===== src/rtl/fp_pkg.sv =====
// fp_pkg: widths, constants, FSM states and the unpacked-operand record shared by the FP add/sub slice.
// Latency: n/a (declarations only).
// Backpressure: n/a.
package fp_pkg;

    localparam int WORD_W = 32;
    localparam int EXP_W  = 8;
    localparam int FRAC_W = 23;
    localparam int MANT_W = FRAC_W + 1;   // with hidden bit
    localparam int SUM_W  = MANT_W + 1;   // one carry bit
    localparam int BIAS   = 127;

    localparam logic [EXP_W-1:0]  EXP_MAX    = 8'd255;
    // Alignment distance at which the smaller operand is dropped entirely.
    localparam logic [EXP_W-1:0]  FLUSH_DIFF = 8'd25;
    localparam logic [WORD_W-1:0] QNAN       = 32'h7FC00000;

    typedef enum logic [2:0] {
        ST_IDLE,
        ST_UNPACK,
        ST_ALIGN,
        ST_ADD,
        ST_NORM,
        ST_DONE
    } state_t;

    typedef struct packed {
        logic              sign;
        logic [EXP_W-1:0]  exp;
        logic [MANT_W-1:0] mant;
        logic              is_zero;
        logic              is_inf;
        logic              is_nan;
    } unpk_t;

endpackage


===== src/rtl/fp_addsub_seq_if.sv =====
// fp_addsub_seq_if: operand-issue and result-writeback handshakes of the sequential FP add/sub.
// Latency: n/a (wires only).
// Backpressure: valid/ready on both sides; master issues operands and consumes the result.
interface fp_addsub_seq_if;
    import fp_pkg::*;

    logic              in_valid;
    logic              in_ready;
    logic              opp;
    logic [WORD_W-1:0] flt_A;
    logic [WORD_W-1:0] flt_B;
    logic              out_valid;
    logic              out_ready;
    logic [WORD_W-1:0] flt_out;

    modport master (
        output in_valid, opp, flt_A, flt_B, out_ready,
        input  in_ready, out_valid, flt_out
    );

    modport slave (
        input  in_valid, opp, flt_A, flt_B, out_ready,
        output in_ready, out_valid, flt_out
    );

endinterface


===== src/rtl/fp_unpack.sv =====
// fp_unpack: classify one single-precision word and expand its significand with the hidden bit.
// Latency: combinational.
// Backpressure: none.
// Ports: word (32-bit operand in), op (unpacked record out). Zero and denormal inputs flush to signed zero.
module fp_unpack
    import fp_pkg::*;
(
    input  logic [WORD_W-1:0] word,
    output unpk_t             op
);

    logic [EXP_W-1:0]  exp_f;
    logic [FRAC_W-1:0] frac_f;
    logic              zero_f;

    assign exp_f  = word[WORD_W-2 -: EXP_W];
    assign frac_f = word[FRAC_W-1:0];
    assign zero_f = (exp_f == '0);

    always_comb begin
        op         = '0;
        op.sign    = word[WORD_W-1];
        op.is_zero = zero_f;
        op.is_inf  = (exp_f == EXP_MAX) && (frac_f == '0);
        op.is_nan  = (exp_f == EXP_MAX) && (frac_f != '0);
        // Denormals keep exp = 0 and mant = 0, i.e. behave as signed zero.
        if (!zero_f) begin
            op.exp  = exp_f;
            op.mant = {1'b1, frac_f};
        end
    end

endmodule


===== src/rtl/fp_addsub_seq.sv =====
// fp_addsub_seq: multi-cycle IEEE-754 single add/subtract stepping one 25-bit adder/shifter, round toward zero.
// Latency: 4 + align shifts + normalise shifts from the accepting edge to out_valid; NaN/Inf cases take 2.
// Backpressure: accepts only in IDLE (no queueing); the result is held in DONE until out_ready.
// Ports: clk, rst_n (synchronous, active-low), io (slave modport: in_valid/in_ready/opp/flt_A/flt_B, out_valid/out_ready/flt_out).
module fp_addsub_seq
    import fp_pkg::*;
(
    input  logic            clk,
    input  logic            rst_n,
    fp_addsub_seq_if.slave  io
);

    state_t state, state_nxt;

    logic              in_ready_q;
    logic [WORD_W-1:0] a_raw, b_raw;
    logic [WORD_W-1:0] res;

    logic              sign_a, sign_b;
    logic [EXP_W-1:0]  exp_r;
    logic [MANT_W-1:0] mant_a, mant_b;
    logic [4:0]        diff;
    logic [SUM_W-1:0]  sum;

    unpk_t ua, ub;

    fp_unpack u_unpack_a (.word(a_raw), .op(ua));
    fp_unpack u_unpack_b (.word(b_raw), .op(ub));

    // ---------------- UNPACK: specials, ordering, alignment distance ----------------
    logic              nan_hit, inf_hit, special;
    logic [WORD_W-1:0] special_word;
    logic              swap;
    logic              big_sign, small_sign, small_zero;
    logic [EXP_W-1:0]  big_exp, small_exp, exp_diff;
    logic [MANT_W-1:0] big_mant, small_mant, mant_b_init;
    logic              far;
    logic [4:0]        diff_init;

    assign nan_hit = ua.is_nan | ub.is_nan | (ua.is_inf & ub.is_inf & (ua.sign ^ ub.sign));
    assign inf_hit = ua.is_inf | ub.is_inf;
    assign special = nan_hit | inf_hit;

    always_comb begin
        special_word = QNAN;
        if (!nan_hit) begin
            if (ua.is_inf) special_word = {ua.sign, EXP_MAX, {FRAC_W{1'b0}}};
            else           special_word = {ub.sign, EXP_MAX, {FRAC_W{1'b0}}};
        end
    end

    // Equal magnitudes keep A first, so an exact cancellation takes A's sign path.
    assign swap = {ub.exp, ub.mant} > {ua.exp, ua.mant};

    assign big_sign   = swap ? ub.sign    : ua.sign;
    assign big_exp    = swap ? ub.exp     : ua.exp;
    assign big_mant   = swap ? ub.mant    : ua.mant;
    assign small_sign = swap ? ua.sign    : ub.sign;
    assign small_exp  = swap ? ua.exp     : ub.exp;
    assign small_mant = swap ? ua.mant    : ub.mant;
    assign small_zero = swap ? ua.is_zero : ub.is_zero;

    assign exp_diff    = big_exp - small_exp;
    assign far         = (exp_diff >= FLUSH_DIFF);
    assign diff_init   = far ? 5'd0 : exp_diff[4:0];
    assign mant_b_init = (far || small_zero) ? '0 : small_mant;

    // ---------------- shared adder and exponent stepping ----------------
    logic [SUM_W-1:0] sum_add;
    logic [EXP_W-1:0] exp_inc, exp_dec;

    // Operands are ordered by magnitude, so the difference never goes negative.
    assign sum_add = (sign_a ^ sign_b) ? ({1'b0, mant_a} - {1'b0, mant_b})
                                       : ({1'b0, mant_a} + {1'b0, mant_b});
    assign exp_inc = exp_r + 8'd1;
    assign exp_dec = exp_r - 8'd1;

    // ---------------- FSM ----------------
    always_ff @(posedge clk) begin
        if (!rst_n) state <= ST_IDLE;
        else        state <= state_nxt;
    end

    always_comb begin
        state_nxt = state;
        case (state)
            ST_IDLE:   if (io.in_valid && in_ready_q) state_nxt = ST_UNPACK;
            ST_UNPACK: begin
                if (special)                state_nxt = ST_DONE;
                else if (diff_init == 5'd0) state_nxt = ST_ADD;
                else                        state_nxt = ST_ALIGN;
            end
            ST_ALIGN:  if (diff == 5'd1) state_nxt = ST_ADD;
            ST_ADD:    state_nxt = (sum_add == '0) ? ST_DONE : ST_NORM;
            ST_NORM: begin
                if (sum[SUM_W-1]) begin
                    if (exp_inc == EXP_MAX) state_nxt = ST_DONE;
                end else if (!sum[MANT_W-1]) begin
                    if (exp_dec == '0) state_nxt = ST_DONE;
                end else begin
                    state_nxt = ST_DONE;
                end
            end
            ST_DONE:   if (io.out_ready) state_nxt = ST_IDLE;
            default:   state_nxt = ST_IDLE;
        endcase
    end

    // ---------------- datapath ----------------
    always_ff @(posedge clk) begin
        if (!rst_n) begin
            in_ready_q <= 1'b0;
            a_raw      <= '0;
            b_raw      <= '0;
            res        <= '0;
            sign_a     <= 1'b0;
            sign_b     <= 1'b0;
            exp_r      <= '0;
            mant_a     <= '0;
            mant_b     <= '0;
            diff       <= '0;
            sum        <= '0;
        end else begin
            // Registered so in_ready stays low through the reset cycles themselves.
            in_ready_q <= (state_nxt == ST_IDLE);
            case (state)
                ST_IDLE: begin
                    if (io.in_valid && in_ready_q) begin
                        a_raw <= io.flt_A;
                        b_raw <= {io.flt_B[WORD_W-1] ^ io.opp, io.flt_B[WORD_W-2:0]};
                    end
                end
                ST_UNPACK: begin
                    if (special) res <= special_word;
                    sign_a <= big_sign;
                    sign_b <= small_sign;
                    exp_r  <= big_exp;
                    mant_a <= big_mant;
                    mant_b <= mant_b_init;
                    diff   <= diff_init;
                end
                ST_ALIGN: begin
                    mant_b <= mant_b >> 1;
                    diff   <= diff - 5'd1;
                end
                ST_ADD: begin
                    sum <= sum_add;
                    if (sum_add == '0) res <= '0;
                end
                ST_NORM: begin
                    if (sum[SUM_W-1]) begin
                        sum   <= sum >> 1;
                        exp_r <= exp_inc;
                        if (exp_inc == EXP_MAX) res <= {sign_a, EXP_MAX, {FRAC_W{1'b0}}};
                    end else if (!sum[MANT_W-1]) begin
                        sum   <= sum << 1;
                        exp_r <= exp_dec;
                        if (exp_dec == '0) res <= {sign_a, {(WORD_W-1){1'b0}}};
                    end else begin
                        res <= {sign_a, exp_r, sum[FRAC_W-1:0]};
                    end
                end
                default: ;
            endcase
        end
    end

    assign io.in_ready  = in_ready_q;
    assign io.out_valid = (state == ST_DONE);
    assign io.flt_out   = res;

endmodule


===== src/flat_wrapper.sv =====
// flat-port wrapper written by rule: the top's interface ports become plain ports
module fp_addsub_seq_flat import fp_pkg::*;
  (clk, rst_n, io_in_valid, io_opp, io_flt_A, io_flt_B, io_out_ready, io_in_ready, io_out_valid, io_flt_out);
  fp_addsub_seq_if io_i ();
  input  logic clk;
  input  logic rst_n;
  input wire logic [$bits(io_i.in_valid)-1:0] io_in_valid;
  input wire logic [$bits(io_i.opp)-1:0] io_opp;
  input wire logic [$bits(io_i.flt_A)-1:0] io_flt_A;
  input wire logic [$bits(io_i.flt_B)-1:0] io_flt_B;
  input wire logic [$bits(io_i.out_ready)-1:0] io_out_ready;
  output wire logic [$bits(io_i.in_ready)-1:0] io_in_ready;
  output wire logic [$bits(io_i.out_valid)-1:0] io_out_valid;
  output wire logic [$bits(io_i.flt_out)-1:0] io_flt_out;
  assign io_i.in_valid = io_in_valid;
  assign io_i.opp = io_opp;
  assign io_i.flt_A = io_flt_A;
  assign io_i.flt_B = io_flt_B;
  assign io_i.out_ready = io_out_ready;
  assign io_in_ready = io_i.in_ready;
  assign io_out_valid = io_i.out_valid;
  assign io_flt_out = io_i.flt_out;
  fp_addsub_seq u_core (.clk(clk), .rst_n(rst_n), .io(io_i));
endmodule

===== config.mk =====
export PLATFORM = sky130hd
export DESIGN_NAME = fp_addsub_seq_flat
export DESIGN_NICKNAME = d
export VERILOG_FILES = /design/src/rtl/fp_pkg.sv /design/src/rtl/fp_addsub_seq_if.sv /design/src/rtl/fp_unpack.sv /design/src/rtl/fp_addsub_seq.sv /design/src/flat_wrapper.sv
export SDC_FILE = /design/constraint.sdc
export NUM_CORES = 1
export LEC_CHECK = 0
export CAP_MARGIN = 20
export CORE_ASPECT_RATIO = 0.9
export CORE_UTILIZATION = 50
export CTS_CLUSTER_DIAMETER = 150
export DETAILED_ROUTE_END_ITERATION = 10
export PLACE_DENSITY = 0.8
export SYNTH_ARGS = -nofsm -noshare
export SYNTH_HDL_FRONTEND = slang
export SYNTH_SLANG_ARGS = --single-unit

===== constraint.sdc =====
create_clock -name clk -period 9.8 [get_ports clk]
set_clock_uncertainty 0.15 [all_clocks]
set_input_delay 1.96 -clock clk [delete_from_list [all_inputs] [get_ports clk]]
set_output_delay 1.96 -clock clk [all_outputs]
set_load 0.05 [all_outputs]

==> impl_metrics.json, run 1 <==
{
  "wl_per_cell_microns": 16.21,
  "syn-cell-area_sq_um": 11960,
  "core_sq_um": 23410,
  "cp_max_fo": 67,
  "min_from": "u_core.mant_a[3]",
  "worst_pin_slew_ps": 973.2,
  "p_int_mw": 1.965,
  "cp-start-kind": "register",
  "static-leakage-power_nw": 5.123,
  "drive_gt1_share_pct": 5.415,
  "cts_tree": "yes",
  "grt_pass1_wl_mm": 51.63,
  "synth.most_common_cell": "nand2_1",
  "cts_root_buf": "clkbuf_16",
  "dp_slack_ps": 4173,
  "insertion_delay_ps": 440,
  "instances_no_fill": 1964,
  "cts-resized-gates": 0,
  "finalMaxSlewViolations": 0,
  "die_w_microns": 165.1,
  "crit_chain": "nor4_1 > nand2_1 > nand2_1 > inv_1 > ha_1 > nor2b_1 > o211ai_1 > a2111oi_0 > nor4b_1 > a211oi_4 > buf_4 > mux2_1 > xnor2_1 > o311ai_1 > or3_1 > buf_4 > o22ai_1",
  "start_util_pct": 51.11,
  "post-route-util_pct": 58.28,
  "die_y_microns": 148.8,
  "timing.fmax_ghz": 0.1750,
  "die_area_sq_um": 24550,
  "hold_viol_final": 0,
  "end_kind": "register",
  "synth_edf_count": 0,
  "dp_hpwl_mm": 23.32,
  "grt_pass1_vias": 10140,
  "clockBufferDepth": 2,
  "cp_slowest_cell": "nand2_1",
  "setup_tns_ps": 0,
  "h-tree-depth": 4,
  "syn_inst": 1628,
  "synth.top_cells.by_area": "dfxtp_1 31%, nand2_1 11%, a21oi_1 6.9%",
  "max_stage_delay_ps": 610,
  "timing.max_cap.violations": 0,
  "cts_buffers": 17,
  "synth_top_cells_by_count": "338 x nand2_1, 188 x dfxtp_1, 166 x a21oi_1, 113 x nor2_1, 107 x o21ai_0",
  "hold_ws_ps": 310.3,
  "critical_path_class": "reg2reg",
  "p_per_area_nw_per_um2": 288.0,
  "via_count": 11620,
  "p_sw_mw": 1.964,
  "syn-num-nets": 1761,
  "nFillCells": 2134,
  "avgSynthCellArea_sq_um": 7.349,
  "switching_share_pct": 49.99,
  "gp_congestion": 0.9764,
  "dp_cells": 1930,
  "cts_setup_buffers": 0,
  "cts.sinks": 188,
  "hp-class": "reg2reg",
  "final.min_clock_period_ps": 5715,
  "comb_power_share_pct": 58.7,
  "place_area_sq_um": 13030,
  "rows": 53,
  "grt_antenna_before_repair": 0,
  "vias_per_cell": 5.917,
  "post-route-period-util_pct": 58.31,
  "yosysWarnings": 0,
  "drtIter0Drc": 1108,
  "grt-ovfl-total": 0,
  "routed_wl_mm": 31.83,
  "r2r_slack_ps": 4090,
  "vdd_drop_max_mv": 0.1743,
  "postRouteAntennaNets": 0,
  "yosysTopAreaCell": "dfxtp_1",
  "synth_top_area_share_pct": 31.46,
  "holdBufCountCts": 0,
  "synth-async-reset-ratio_pct": 0,
  "syn_to_final_growth_pct": 14.03,
  "seq_area_frac_synth_pct": 31.46,
  "status": "completed",
  "setup_ws_ps": 4085,
  "critPathTopFamily": "simple AND/OR/NAND/NOR gates",
  "min_path_cells": 2,
  "critical_path_buf_inv_count": 3,
  "dr.pass1.iters": 5,
  "p_seq_share_pct": 23.8,
  "design_area_sq_um": 13640,
  "clkPwrFrac_pct": 17.5,
  "ios": 103,
  "grt_max_degree": 82,
  "synthFlopType": "dfxtp_1",
  "slew_headroom_pct": 34.96,
  "clk_pin_slew_ps": 80,
  "r2r-start": "u_core.b_raw[23]",
  "critPathArrivalTime_ps": 5840,
  "ys_types": 72,
  "port_buffers": 102,
  "rsz0062_at_grt": "no",
  "grtUsageTotal_pct": 26.04,
  "ff2ff_path_depth": 17,
  "nNetsFinal": 1782,
  "power_mw": 3.929,
  "hold-path-endpoint": "u_core.mant_a[3]",
  "n_antenna_cell": 0,
  "ys_seq_elements": 188,
  "drc": 0,
  "r2r_end": "u_core.mant_b[9]",
  "setup_viol": 0,
  "cp_data_required_time_ps": 9930
}
-- cells by family after synthesis --
| group | count (synthesis) | synth area share, % |
|---|---|---|
| AOI/OAI and AO/OA | 472 | 25.72 |
| buffers and inverters | 171 | 5.616 |
| DFF | 188 | 31.46 |
| and+or+nand+nor | 653 | 24.34 |
| xor gates and xnor gates | 57 | 4.173 |
| adders and majority gates | 64 | 6.756 |
| muxes | 23 | 1.945 |
-- layout make-up --
| cell class | instances | area [sq um] | area share, % |
|---|---|---|---|
| multi-input combinational | 1269 | 7550 | 55.34 |
| inverter | 53 | 201.4 | 1.477 |
| clock inverter | 14 | 147.6 | 1.082 |
| timing repair buffer | 120 | 1164 | 8.529 |
| sequential | 188 | 3764 | 27.59 |
| clock buffer | 18 | 439.2 | 3.219 |
| tap | 302 | 377.9 | 2.770 |
-- power groups by stage --
stage / Combinational, mW / Sequential (mW) / Clock, mW
finish: 2.30 / 0.937 / 0.687
global route: 2.51 / 0.950 / 0.726
global placement: 2.23 / 0.950 / 0
detailed placement: 2.26 / 0.952 / 0
floorplan: 1.77 / 0.931 / 0
CTS: 2.27 / 0.934 / 0.696
-- worst register-to-register path: stages (launching register included) --
cell	delay, ps
dfxtp_1	400
nor4_1	300
nand2_1	610
nand2_1	310
inv_1	80
ha_1	290
nor2b_1	150
o211ai_1	100
a2111oi_0	400
nor4b_1	150
a211oi_4	270
buf_4	570
mux2_1	410
xnor2_1	190
o311ai_1	530
or3_1	180
buf_4	340
o22ai_1	130
-- state kept, by name (all words and copies together), names as in the netlist --
signal	count
u_core.mant_a	24
u_core.mant_b	24
u_core.sum	25
u_core.b_raw	32
u_core.io.in_ready	1
u_core.sign_b	1
u_core.exp_r	8
u_core.diff	5
u_core.io.flt_out	32
u_core.a_raw	32
u_core.state	3
u_core.sign_a	1
-- layer usage --
layer | track usage (%) | vias to the layer above | wire length [microns]
li1 | - | 5845 | -
met1 | 39.50 | 5368 | 15830
met2 | 38.41 | 371 | 13820
met3 | 3.142 | 37 | 1601
met4 | 6.927 | 0 | 579
met5 | 0 | - | 0
-- worst max-delay path by stage --
stage / start / endpoint / cells past startpoint
floorplan: u_core.mant_b[9] / u_core.io.flt_out[10] / 18
global placement: u_core.b_raw[23] / u_core.mant_b[6] / 16
detailed placement: u_core.b_raw[27] / u_core.mant_b[6] / 17
CTS: u_core.b_raw[23] / u_core.mant_b[6] / 17
global route: u_core.b_raw[27] / u_core.mant_b[9] / 17
finish: u_core.b_raw[23] / u_core.mant_b[9] / 17
-- placed cells by master (no fill, tap or decap), drive strengths merged, types with 7 or more instances in the layout --
cell,instances
a211oi,25
a21o,10
a21oi,166
a221oi,17
a22oi,30
a31oi,7
a32o,22
and3,25
buf,19
clkbuf,18
clkdlybuf4s50,101
dfxtp,188
ha,63
inv,60
mux2i,21
nand2,338
nand2b,8
nand3,34
nand3b,7
nand4,21
nor2,113
nor2b,13
nor3,39
nor4,28
o211ai,9
o21a,11
o21ai,109
o22ai,28
xnor2,34
xor2,23
Power figures use the tool's default switching activity.
==> run 2, diff against run 1 <==
Clock period 9.8 ns to 5.3 ns, I/O delays scaled along.
==> run 2 against run 1 <==
Against the previous run: wire length rose by 2.3%; largest power group unchanged; clock power rose by 91%; cell area grew 1.0%; total power rose by 90%; via count rose by 0.92%; largest cell class unchanged.
==> impl_metrics.json, run 2 (same netlist as run 1, synthesis figures left out) <==
{
  "syn_to_final_growth_pct": 15.23,
  "worst_pin_slew_ps": 1061,
  "status": "completed",
  "design_area_sq_um": 13790,
  "critical_path_class": "reg2reg",
  "post-route-period-util_pct": 92.96,
  "insertion_delay_ps": 450,
  "mostFrequentLayoutCell": "nand2_1",
  "cp_data_required_time_ps": 5480,
  "start_util_pct": 51.11,
  "vdd_drop_max_mv": 0.4704,
  "grtUsageTotal_pct": 27.16,
  "dr.pass1.iters": 6,
  "cts_buffers": 17,
  "ff2ff_path_depth": 17,
  "min_path_cells": 2,
  "grt_antenna_before_repair": 0,
  "timing.max_cap.violations": 0,
  "ios": 103,
  "hold-path-endpoint": "u_core.mant_a[14]",
  "layout_common_cells": "338 x nand2_1, 188 x dfxtp_1, 166 x a21oi_1, 112 x nor2_1, 107 x o21ai_0",
  "nNetsFinal": 1793,
  "via_count": 11730,
  "place_area_sq_um": 13140,
  "grt_max_degree": 98,
  "grt-ovfl-total": 0,
  "end_kind": "register",
  "timing.fmax_ghz": 0.2030,
  "wl_per_cell_microns": 16.48,
  "die_area_sq_um": 24550,
  "crit_chain": "or4_1 > nor3_1 > nand2_1 > o41ai_1 > xor2_1 > ha_1 > and4_1 > and2_1 > a32oi_1 > o211ai_1 > a21oi_1 > xnor2_1 > or4_1 > nor4_2 > o21ai_2 > buf_4 > a32o_1",
  "core_sq_um": 23410,
  "clk_pin_slew_ps": 70,
  "die_w_microns": 165.1,
  "final.min_clock_period_ps": 4927,
  "drtIter0Drc": 1114,
  "die_y_microns": 148.8,
  "setup_viol": 0,
  "p_per_area_nw_per_um2": 540.4,
  "gp_congestion": 0.8965,
  "setup_tns_ps": 0,
  "r2r_end": "u_core.io.flt_out[4]",
  "drc": 0,
  "r2r-start": "u_core.mant_b[9]",
  "drive_gt1_share_pct": 6.097,
  "slew_headroom_pct": 29.30,
  "dp_cells": 1941,
  "critical_path_buf_inv_count": 1,
  "n_antenna_cell": 0,
  "critPathArrivalTime_ps": 5100,
  "max_stage_delay_ps": 560,
  "cts.sinks": 188,
  "grt_pass1_wl_mm": 53.52,
  "hold_ws_ps": 309.7,
  "clockBufferDepth": 2,
  "critPathTopFamily": "simple AND/OR/NAND/NOR gates",
  "rsz0062_at_grt": "no",
  "h-tree-depth": 4,
  "cts_tree": "yes",
  "cp_max_fo": 32,
  "hold_viol_final": 0,
  "instances_no_fill": 1975,
  "cts_root_buf": "clkbuf_16",
  "post-route-util_pct": 58.89,
  "cp-start-kind": "register",
  "finalMaxSlewViolations": 0,
  "min_from": "u_core.mant_a[14]",
  "dp_hpwl_mm": 23.54,
  "power_mw": 7.450,
  "r2r_slack_ps": 370,
  "postRouteAntennaNets": 0,
  "holdBufCountCts": 0,
  "crit_top_cell": "or4_1",
  "setup_ws_ps": 373.0,
  "static-leakage-power_nw": 5.187,
  "nFillCells": 2158,
  "port_buffers": 102,
  "vias_per_cell": 5.938,
  "dp_slack_ps": 338.7,
  "hp-class": "reg2reg",
  "routed_wl_mm": 32.55,
  "rows": 53,
  "cp_slowest_cell": "or4_1",
  "grt_pass1_vias": 10590
}
## run 2: report_power, final
group	total (mW)	leakage [nW]	switching [mW]	internal [mW]
clock	1.31	0.287	0.668	0.644
sequential	1.73	1.52	0.176	1.56
combinational	4.41	3.38	2.84	1.56
## run 2: worst min-delay path: stages (launching register included)
cell     delay, ps
dfxtp_1        320
nand2_1         50
a21oi_1         50
## run 2: worst max-delay path by stage
stage,from,end,slack [ps],cells after the start
finish,u_core.mant_b[9],u_core.io.flt_out[4],370,17
global route,u_core.mant_b[9],u_core.io.flt_out[8],70,17
CTS,u_core.mant_b[9],u_core.io.flt_out[4],320,17
detailed placement,u_core.mant_b[9],u_core.io.flt_out[15],340,17
global placement,u_core.mant_b[9],u_core.io.flt_out[18],410,17
floorplan,u_core.mant_b[9],u_core.io.flt_out[21],750,18
## run 2: repair_timing
action | in CTS | in global routing
resized for setup | 0 | 1
buffers inserted | 0 | 0
setup endpoints to repair | 0 | 17
## run 2: routing by layer
layer  GRT usage (%)  wire, microns  part of all wire [%]  up-vias
met2           40.65          14050                    43      401
met5               0              0                     0        -
met4           9.312            873                   2.7        0
li1                -              -                     -     5852
met3           4.476           1771                   5.4       59
met1           39.18          15860                    49     5416
## run 2: area by class of cell
type	instances	area [sq um]	area share [%]
clock buffers	17	425.4	3.086
clock inverters	15	190.2	1.380
inverters	53	201.4	1.461
multi-input cells	1269	7556	54.81
flip-flops and latches	188	3764	27.30
well taps	302	377.9	2.741
repair buffers	131	1271	9.221
==> run 3, diff against run 2 <==
--- a/config.mk
+++ b/config.mk
@@ -12,3 +12,3 @@
 export DETAILED_ROUTE_END_ITERATION = 10
-export PLACE_DENSITY = 0.8
+export PLACE_DENSITY = 0.7
 export SYNTH_ARGS = -nofsm -noshare
--- a/constraint.sdc
+++ b/constraint.sdc
@@ -4,2 +4,2 @@
 set_output_delay 1.06 -clock clk [all_outputs]
-set_load 0.05 [all_outputs]
+set_load 0.02 [all_outputs]
==> run 3 against run 2 <==
Against the previous run: sequential cell count unchanged; register-to-register slack better by 70 ps; via count down 0.80%; clock-buffer cell count up 1; global-route usage down 0.28 points; sequential power about the same; setup slack better by 66 ps; cell area up 0.14%; wire length up 0.73%; total power up 0.46%; cell count up 0.25%; critical endpoint is now u_core.io.flt_out[13].
==> impl_metrics.json, run 3 (same netlist as run 1, synthesis figures left out) <==
{
  "r2r-start": "u_core.mant_b[9]",
  "dr.pass1.iters": 6,
  "vias_per_cell": 5.876,
  "grt_antenna_before_repair": 0,
  "drc": 0,
  "finalMaxSlewViolations": 0,
  "critical_path_class": "reg2reg",
  "hold_viol_final": 0,
  "static-leakage-power_nw": 5.208,
  "die_w_microns": 165.1,
  "clk_pin_slew_ps": 80,
  "postRouteAntennaNets": 0,
  "drtIter0Drc": 1155,
  "h-tree-depth": 4,
  "core_sq_um": 23410,
  "grt_max_degree": 98,
  "ff2ff_path_depth": 17,
  "power_mw": 7.485,
  "cp_max_fo": 32,
  "rows": 53,
  "min_path_cells": 2,
  "via_count": 11630,
  "final.min_clock_period_ps": 4861,
  "timing.max_cap.violations": 0,
  "routed_wl_mm": 32.79,
  "vdd_drop_max_mv": 0.6640,
  "grtUsageTotal_pct": 26.88,
  "worst_pin_slew_ps": 1012,
  "cts_tree": "yes",
  "syn_to_final_growth_pct": 15.38,
  "r2r_end": "u_core.io.flt_out[13]",
  "rsz0062_at_grt": "no",
  "port_buffers": 102,
  "mostFrequentLayoutCell": "nand2_1",
  "ios": 103,
  "layout_common_cells": "338 x nand2_1, 188 x dfxtp_1, 166 x a21oi_1, 112 x nor2_1, 107 x o21ai_0",
  "min_from": "u_core.mant_a[13]",
  "cts_buffers": 17,
  "post-route-period-util_pct": 91.71,
  "end_kind": "register",
  "cp-start-kind": "register",
  "n_antenna_cell": 0,
  "status": "completed",
  "grt-ovfl-total": 0,
  "cp_data_required_time_ps": 5480,
  "p_per_area_nw_per_um2": 542.2,
  "setup_viol": 0,
  "drive_gt1_share_pct": 6.317,
  "start_util_pct": 51.11,
  "die_area_sq_um": 24550,
  "cts.sinks": 188,
  "gp_congestion": 0.9280,
  "grt_pass1_vias": 10200,
  "critPathArrivalTime_ps": 5040,
  "r2r_slack_ps": 440,
  "setup_tns_ps": 0,
  "die_y_microns": 148.8,
  "hp-class": "reg2reg",
  "nNetsFinal": 1798,
  "slew_headroom_pct": 32.53,
  "dp_slack_ps": 371.6,
  "timing.fmax_ghz": 0.2057,
  "wl_per_cell_microns": 16.56,
  "dp_hpwl_mm": 23.94,
  "grt_pass1_wl_mm": 52.56,
  "clockBufferDepth": 2,
  "hold-path-endpoint": "u_core.mant_a[13]",
  "setup_ws_ps": 439.4,
  "cts_root_buf": "clkbuf_16",
  "insertion_delay_ps": 450
}
run 3: changes by cell type in the layout (fill, tap and decap cells not counted), moves of 2 or more:
cell	before	now
buf_4	26	31
clkinv_4	0	2
clkinv_8	6	4
inv_6	1	3
inv_8	4	2
run 3: worst max path at each step:
stage / start / end / slack [ps] / cells past startpoint
2_1_floorplan: u_core.mant_b[9] / u_core.io.flt_out[21] / 750 / 18
6_report: u_core.mant_b[9] / u_core.io.flt_out[13] / 440 / 17
4_1_cts: u_core.mant_b[9] / u_core.io.flt_out[8] / 350 / 17
3_5_place_dp: u_core.mant_b[9] / u_core.io.flt_out[8] / 370 / 17
5_1_grt: u_core.b_raw[23] / u_core.mant_b[6] / 50 / 19
3_3_place_gp: u_core.mant_b[9] / u_core.io.flt_out[21] / 480 / 17
run 3: critical path, stage by stage (launching register included):
cell and delay, ps:
dfxtp_1 380, or4_1 580, nor3_1 240, nand2_1 110, o41ai_1 330, xor2_1 180, ha_1 300, and4_1 250
and2_1 160, a32oi_1 210, o211ai_1 110, a21oi_1 180, xnor2_1 100, or4_1 540, nor4_2 270, o21ai_2 70
buf_4 260, a32o_1 300
run 3: per-layer routing:
metal,up-vias,wire (microns),track usage (%)
li1,5881,-,-
met1,5354,16260,39.65
met2,353,14140,40.38
met3,46,1729,3.364
met4,0,668,8.349
met5,-,0,0
run 3: repair_timing:
item	CTS	global route
gates resized for setup	0	1
setup endpoints to repair	0	19
hold buffers	0	0
setup buffers	0	0
endpoints found under the hold margin	0	0
run 3: stage by stage:
step	instances	cell area (sq um)	utilization, %	hold slack [ps]
floorplan	1628	11960	-	286.2
global placement	1946	13160	56.22	293.5
detailed placement	1947	13170	56.27	301.8
CTS	1979	13780	58.86	310.8
global route	1980	13800	58.97	338.2
finish	1980	13800	58.97	311.0
run 3: where the power goes:
group          internal, mW  leakage, nW  switching [mW]
clock network         0.676        0.287           0.648
registers              1.56         1.52           0.171
logic                  1.61         3.40            2.83
run 3: layout make-up:
class                      instances  area (sq um)
inverter                          53         201.4
clock buffer                      18         429.2
fill                            2199          9604
clock inverter                    14         176.4
sequential                       188          3764
tap                              302         377.9
timing repair buffer             136          1300
multi-input combinational       1269          7556
